**src/rtl/alu_result_collector.sv**
```systemverilog
// alu_result_collector: tags each completed ALU unit result with its source
// unit, buffers it in a small FIFO, and presents the head entry to a consumer
// over a valid/ready handshake. Sticky error bits record dropped results and
// cycles in which more than one unit flagged a result.
//
// Handshake: out_valid is high whenever the FIFO holds at least one entry.
// out_data/out_src/out_carry describe the head entry and hold stable while
// out_valid is high and out_ready is low. An entry is consumed on a rising
// CLK edge where out_valid and out_ready are both high. out_ready while empty
// has no effect.
module alu_result_collector #(
    parameter int out_width     = 16,
    parameter int CMP_out_width = 2,
    parameter int DEPTH         = 4
) (
    input  logic                       CLK,
    input  logic                       RST,
    input  logic [out_width-1:0]       arith_out,
    input  logic [out_width-1:0]       logic_out,
    input  logic [out_width-1:0]       shift_out,
    input  logic [CMP_out_width-1:0]   CMP_out,
    input  logic                       arith_flag,
    input  logic                       logic_flag,
    input  logic                       CMP_flag,
    input  logic                       shift_flag,
    input  logic                       carry_out,
    input  logic                       out_ready,
    input  logic                       clr_err,
    output logic                       out_valid,
    output logic [out_width-1:0]       out_data,
    output logic [1:0]                 out_src,
    output logic                       out_carry,
    output logic [$clog2(DEPTH):0]     fifo_count,
    output logic                       overflow_err,
    output logic                       multi_err
);

    localparam int PTR_W = $clog2(DEPTH);
    localparam int CNT_W = PTR_W + 1;
    // Entry layout: {src[1:0], carry, data}
    localparam int ENT_W = out_width + 3;

    localparam logic [1:0] SRC_ARITH = 2'b00;
    localparam logic [1:0] SRC_LOGIC = 2'b01;
    localparam logic [1:0] SRC_CMP   = 2'b10;
    localparam logic [1:0] SRC_SHIFT = 2'b11;

    logic [ENT_W-1:0]     mem [DEPTH];
    logic [PTR_W-1:0]     wr_ptr;
    logic [PTR_W-1:0]     rd_ptr;
    logic [CNT_W-1:0]     count;

    logic [1:0]           cap_src;
    logic [out_width-1:0] cap_data;
    logic                 cap_carry;
    logic [2:0]           flag_sum;
    logic                 any_flag;
    logic                 multi_flag;
    logic                 full;
    logic                 push;
    logic                 pop;
    logic                 drop;
    logic [ENT_W-1:0]     head;

    // Select the highest-priority flagged unit: arith > logic > CMP > shift
    always_comb begin
        cap_src   = SRC_ARITH;
        cap_data  = '0;
        cap_carry = 1'b0;
        if (arith_flag) begin
            cap_src   = SRC_ARITH;
            cap_data  = arith_out;
            cap_carry = carry_out;
        end else if (logic_flag) begin
            cap_src   = SRC_LOGIC;
            cap_data  = logic_out;
        end else if (CMP_flag) begin
            cap_src   = SRC_CMP;
            cap_data  = {{(out_width-CMP_out_width){1'b0}}, CMP_out};
        end else if (shift_flag) begin
            cap_src   = SRC_SHIFT;
            cap_data  = shift_out;
        end
    end

    // Push/pop qualification; a full FIFO still accepts a push when it pops
    always_comb begin
        flag_sum   = 3'(arith_flag) + 3'(logic_flag) + 3'(CMP_flag) + 3'(shift_flag);
        any_flag   = (flag_sum != 3'd0);
        multi_flag = (flag_sum > 3'd1);
        full       = (count == CNT_W'(DEPTH));
        pop        = out_valid & out_ready;
        push       = any_flag & (~full | pop);
        drop       = any_flag & full & ~pop;
    end

    // All state: storage, pointers, occupancy and sticky error bits
    always_ff @(posedge CLK or negedge RST) begin
        if (!RST) begin
            for (int i = 0; i < DEPTH; i++) begin
                mem[i] <= '0;
            end
            wr_ptr       <= '0;
            rd_ptr       <= '0;
            count        <= '0;
            overflow_err <= 1'b0;
            multi_err    <= 1'b0;
        end else begin
            if (push) begin
                mem[wr_ptr] <= {cap_src, cap_carry, cap_data};
                wr_ptr      <= wr_ptr + PTR_W'(1);
            end
            if (pop) begin
                rd_ptr <= rd_ptr + PTR_W'(1);
            end
            if (push && !pop) begin
                count <= count + CNT_W'(1);
            end else if (pop && !push) begin
                count <= count - CNT_W'(1);
            end
            // A new error event in the clearing cycle wins over clr_err
            overflow_err <= (overflow_err & ~clr_err) | drop;
            multi_err    <= (multi_err & ~clr_err) | multi_flag;
        end
    end

    // Head entry presentation, driven purely from registered state
    always_comb begin
        head       = mem[rd_ptr];
        out_valid  = (count != '0);
        fifo_count = count;
        out_data   = out_valid ? head[out_width-1:0] : '0;
        out_carry  = out_valid ? head[out_width]     : 1'b0;
        out_src    = out_valid ? head[ENT_W-1 -: 2]  : 2'b00;
    end

endmodule
```
**config.mk**
```make
export PLATFORM = sky130hd
export DESIGN_NAME = alu_result_collector
export DESIGN_NICKNAME = d
export VERILOG_FILES = /design/src/rtl/alu_result_collector.sv
export SDC_FILE = /design/constraint.sdc
export NUM_CORES = 1
export LEC_CHECK = 0
export CAP_MARGIN = 15
export CORE_AREA = 2 2 104 106
export CTS_CLUSTER_SIZE = 24
export DETAILED_ROUTE_END_ITERATION = 10
export DIE_AREA = 0 0 106 108
export PLACE_DENSITY = 0.75
export SLEW_MARGIN = 40
export SYNTH_ARGS = -nofsm -noshare
export SYNTH_HDL_FRONTEND = slang
export SYNTH_SLANG_ARGS = --single-unit
```
**constraint.sdc**
```tcl
create_clock -name CLK -period 4.03 [get_ports CLK]
set_input_delay 0.806 -clock CLK [delete_from_list [all_inputs] [get_ports CLK]]
set_output_delay 0.806 -clock CLK [all_outputs]
set_load 0.1 [all_outputs]
```
=== Word level (Yosys, flattened, before mapping) ===
Index checks and enable logic that the tools add are counted.

* Reduce and logical (&&, ||, !) cells: 8
* Multiply operators: 0
* Equality and inequality tests: 1
* Bitwise logic cells: 14
* Shift operators: 0
* Order comparisons: 4
* Add/subtract/negate cells: 7
* Div/mod/pow operators: 0
* Multiplexer cells: 20

{| class="wikitable"
|+ Operator list
! cell !! number
|-
| $mux W16 || 5
|-
| $bwmux W76 || 1
|-
| $mux W19 || 3
|-
| $bmux W19 S2 || 1
|-
| $demux W19 S2 || 1
|-
| $mux W2 || 5
|-
| $and A1 B1 Y1 || 6
|-
| $ge A3 B3 Y1 const B || 2
|-
| $mux W3 || 2
|-
| $not A2 Y3 || 2
|-
| $reduce_bool A3 Y1 || 2
|-
| $add A2 B1 Y2 const B || 2
|-
| $add A2 B1 Y3 || 1
|-
| $add A3 B1 Y3 || 1
|-
| $add A3 B1 Y3 const B || 1
|-
| $eq A3 B3 Y1 const B || 1
|-
| $gt A3 B1 Y1 const B || 1
|-
| $logic_and A1 B1 Y1 || 3
|-
| $lt A3 B1 Y1 const B || 1
|-
| $not A1 Y1 || 3
|-
| $or A1 B1 Y1 || 3
|-
| $sub A3 B1 Y3 const B || 1
|-
| $add A1 B1 Y2 || 1
|-
| $logic_not A1 Y1 || 2
|-
| 2 further kinds || 3
|}

* ROM bits: 0
* Output and inout bits: 25
* Memory bits (writable): 0
* Register bits: 85
* Logic and storage cells: 63
* Memories kept: 0
* Bits in latches: 0

=== Logic depth before layout (Yosys ltp) ===
* Depth after elaboration: 9
* Depth in mapped cells: 16
* Depth with buffers taken out: 14

=== Least setup slack after synthesis ===
No wires, ideal clock.

* Kind: input to register
* Start point: input arith_flag
* End point: register count[1], in the netlist fifo_count[1]
* Stages on the path: 14
* Setup time: 0.126 ns
* Buffers on the path: 2
* Setup slack: -0.195 ns
* Arrival time: 4.099 ns
* Data required time: 3.904 ns
* Cell sequence: buf_2 -> clkbuf_1 -> inv_1 -> fa_1 -> inv_1 -> ha_1 -> inv_1 -> ha_1 -> nor3_1 -> nor2_1 -> ha_1 -> inv_1 -> fa_1 -> mux2_2

* Cells in the longest elaborated chain, start to end: 8
* Elaborated cells between the ends (all ways): 10

{| class="wikitable"
|+ Ends and longest elaborated chain
! element !! line !! text
|-
| from (decl) || 22 || <nowiki>input logic arith_flag,</nowiki>
|-
| $add A1 B1 Y2 * || 88 || <nowiki>flag_sum = 3'(arith_flag) + 3'(logic_flag) + 3'(CMP_flag) + 3'(shift_flag);</nowiki>
|-
| $add A2 B1 Y3 * || 88 ||
|-
| $add A3 B1 Y3 * || 88 ||
|-
| $reduce_bool A3 Y1 * || 89 || <nowiki>any_flag = (flag_sum != 3'd0);</nowiki>
|-
| $and A1 B1 Y1 * || 93 || <nowiki>push = any_flag & (~full | pop);</nowiki>
|-
| via push || 60 || <nowiki>logic push;</nowiki>
|-
| $logic_not A1 Y1 || 118 || <nowiki>end else if (pop && !push) begin</nowiki>
|-
| $logic_and A1 B1 Y1 || 118 ||
|-
| $reduce_bool A2 Y1 (no source line) || -- ||
|-
| to (signal assigned) || 117 || <nowiki>count <= count + CNT_W'(1);</nowiki>
|-
| to (signal assigned) || 119 || <nowiki>count <= count - CNT_W'(1);</nowiki>
|-
| to (decl) || 51 || <nowiki>logic [CNT_W-1:0] count;</nowiki>
|}

Mark *: on every way through the listed nets, which the timed path passes. The rest lies on a longest branch.
A chain may end at the register's enable or synchronous reset.

=== Worst setup path after layout ===
* Start point: input arith_flag
* End point: register count[2], in the netlist fifo_count[2]

The elaborated chain is that of the path after synthesis.

==> reports/results.ini <==
[place]
count_of_buffers_inserted_at_the_top_level_ports=83
place.gp.congestion=0.8120
detail_placement_hpwl_um=6824

[drt]
firstDrtPassIters=4
dr_total_vias=2936
drt_iter0_drcs=135
drt-vias-per-instance=5.407
detail_route_antenna_nets=0
post_drt_wl_per_cell_um=18.76
wl_um=10190
count_of_unresolved_drc_violations_after_routing=0

[sta]
timing.final.hold_violations=0
rsz0062_at_grt=false
period_share_pct=91.15
slew_headroom_pct=55.33
setup_viol=0
max_clock_skew_ns=0.008699
achievable-frequency_mhz=272.2
tightestPinTransition_ns=0.6700
post-route-min-period_ns=3.673
drv_slew=0
setup_tns_ns=0

[clock_tree]
h-tree-depth=3
cts_hold_repair.buffers=0
tritoncts.num_buffers=9
cts_sinks=85
clock_transition_at_path_regs_ns=0.08
post_cts_resized=0
cts_post_setup_buffers_inserted=0
tritoncts=yes
insertion_delay_ns=0.35
clock-root-buffer=sky130_fd_sc_hd__clkbuf_8
clk_path_buf_depth=2

[synth]
ys_seq_area_share_pct=46.44
synth.most_common_cell=sky130_fd_sc_hd__dfrtp_1
synth-seq-cells=85
synthDominantCellAreaShare_pct=46.44
synthCells=317
syn_nets=387
ys_async_sr_fraction_pct=100.0
syn-mean-instance-area_um2=14.45
synthDistinctLibCells=35
synth.largest_area_cell=sky130_fd_sc_hd__dfrtp_1
synth.cells.most_frequent=85 x sky130_fd_sc_hd__dfrtp_1, 37 x sky130_fd_sc_hd__mux2_2, 32 x sky130_fd_sc_hd__mux2_4
synthTopCellsByArea=sky130_fd_sc_hd__dfrtp_1 46%, sky130_fd_sc_hd__mux2_4 10%, sky130_fd_sc_hd__mux4_2 9.3%
synth_ff_type=sky130_fd_sc_hd__dfrtp_1
number_of_enable_type_register_cells_in_the_synthesized_netlist=0
synth-warning-count=0
synthesis.area_um2=4581

[setup_path]
timing_worst_setup_path_type=in2reg
critical_path_peak_fanout=4
timing.critical_path.from_type=primary input
cp.arrival_ns=3.94
slowest_stage=sky130_fd_sc_hd__fa_1
crit_chain=clkdlybuf4s50_1, inv_1, fa_1, inv_1, ha_1, inv_1, ha_1, nor3_2, nor2_1, ha_1, inv_1, fa_1, xor2_1, nor2_1, xor2_1
setup.worst_path.end_class=register
crit_path_max_incr_delay_ns=0.49
worst-endpoint-required_ns=4.30
cp_common_cell=sky130_fd_sc_hd__inv_1

[die]
initial_core_util_pct=44.77
die_height_um=108
die-area_um2=11450
row_count=37
coreArea_um2=10230
ios=84
chipWidth_um=106

[global_route]
antenna_found_initial=0
grt_first_pass_wirelength_um=16840
groute.usage.overall_pct=19.23
vias_in_the_first_global_route=3275
grt_remaining_overflow=0
grt_start_max_net_pins=86

[hold_path]
worst_hold_path_type=in2async

[cells_and_area]
area_delta_synth_final_pct=23.05
fin_nets=474
post_route_cells_drive_above_1_share_pct=36.12
antennaDiodeCount=0

[flow_run]
drv_cap=0

[outcome]
run_status=finished, final reports clean

layout by cell type, fill, tap and decap left out, types with 9 or more instances in the layout:
master and instances:
sky130_fd_sc_hd__a221o_1 14, sky130_fd_sc_hd__and2_1 27, sky130_fd_sc_hd__buf_4 28, sky130_fd_sc_hd__clkbuf_8 11
sky130_fd_sc_hd__clkdlybuf4s50_1 57, sky130_fd_sc_hd__dfrtp_1 84, sky130_fd_sc_hd__ha_1 9, sky130_fd_sc_hd__inv_1 15
sky130_fd_sc_hd__mux2_2 37, sky130_fd_sc_hd__mux2_4 32, sky130_fd_sc_hd__mux4_2 19, sky130_fd_sc_hd__o31ai_1 16
area by class of cell:
cell class,instances,area (um^2)
inverter,15,56.30
multi-input combinational,201,2270
clock buffer,10,137.6
fill,831,4594
timing repair buffer,92,824.5
tap,136,170.2
clock inverter,4,50.05
sequential,85,2128
cells by family after synthesis:
kind of cell	share of synthesized area, %
compound gates	7.047
mux	28.93
simple gates	8.796
buf+inv	4.316
fa+ha+maj	3.333
xor+xnor	1.147
flops	46.44
state kept, by name (all words and copies together), names as in the netlist:
register	count
mem	76
fifo_count	3
rd_ptr	2
wr_ptr	2
multi_err	1
overflow_err	1
critical path, delay by kind of cell:
kind	cells	cell delay [ns]
xor gates and xnor gates	2	0.31
adders and majority gates	5	1.59
buffers and inverters	5	0.76
and+or+nand+nor	3	0.48
per-stage QoR:
step	setup WS [ns]	instance area, um^2	util, %	hold slack (ns)	cells
after floorplan	0.04575	4586	-	0.4647	317
after global placement	0.08414	5464	53.41	0.4814	528
after detailed placement	-0.008636	5446	53.23	0.4846	529
after CTS	0.3580	5634	55.07	0.5066	543
after global routing	0.1480	5637	55.09	0.5205	543
final	0.3566	5637	55.09	0.4855	543
final timing paths:
path	start	end	slack, ns	cells past startpoint
worst min register to register	mem[39]	mem[39]	0.50	2
max in group asynchronous	RST	mem[42]	3.06	1
worst max-delay path	arith_flag	fifo_count[2]	0.36	15
min in group CLK	mem[39]	mem[39]	0.50	2
worst max register to register	fifo_count[0]	fifo_count[2]	1.52	8
worst min-delay path	RST	mem[38]	0.49	1
routing by layer:
layer	global-route usage [%]	wire length [um]	part of all wire [%]	vias to the layer above
li1	-	-	-	1343
met1	25.74	4687	46	1494
met2	32.72	4966	49	93
met3	4.461	474	4.7	6
met4	3.383	57	0.56	0
met5	0	0	0	-
Power is not shown: default switching activity piles up to over one toggle a cycle in this logic, so the estimate is an artifact.
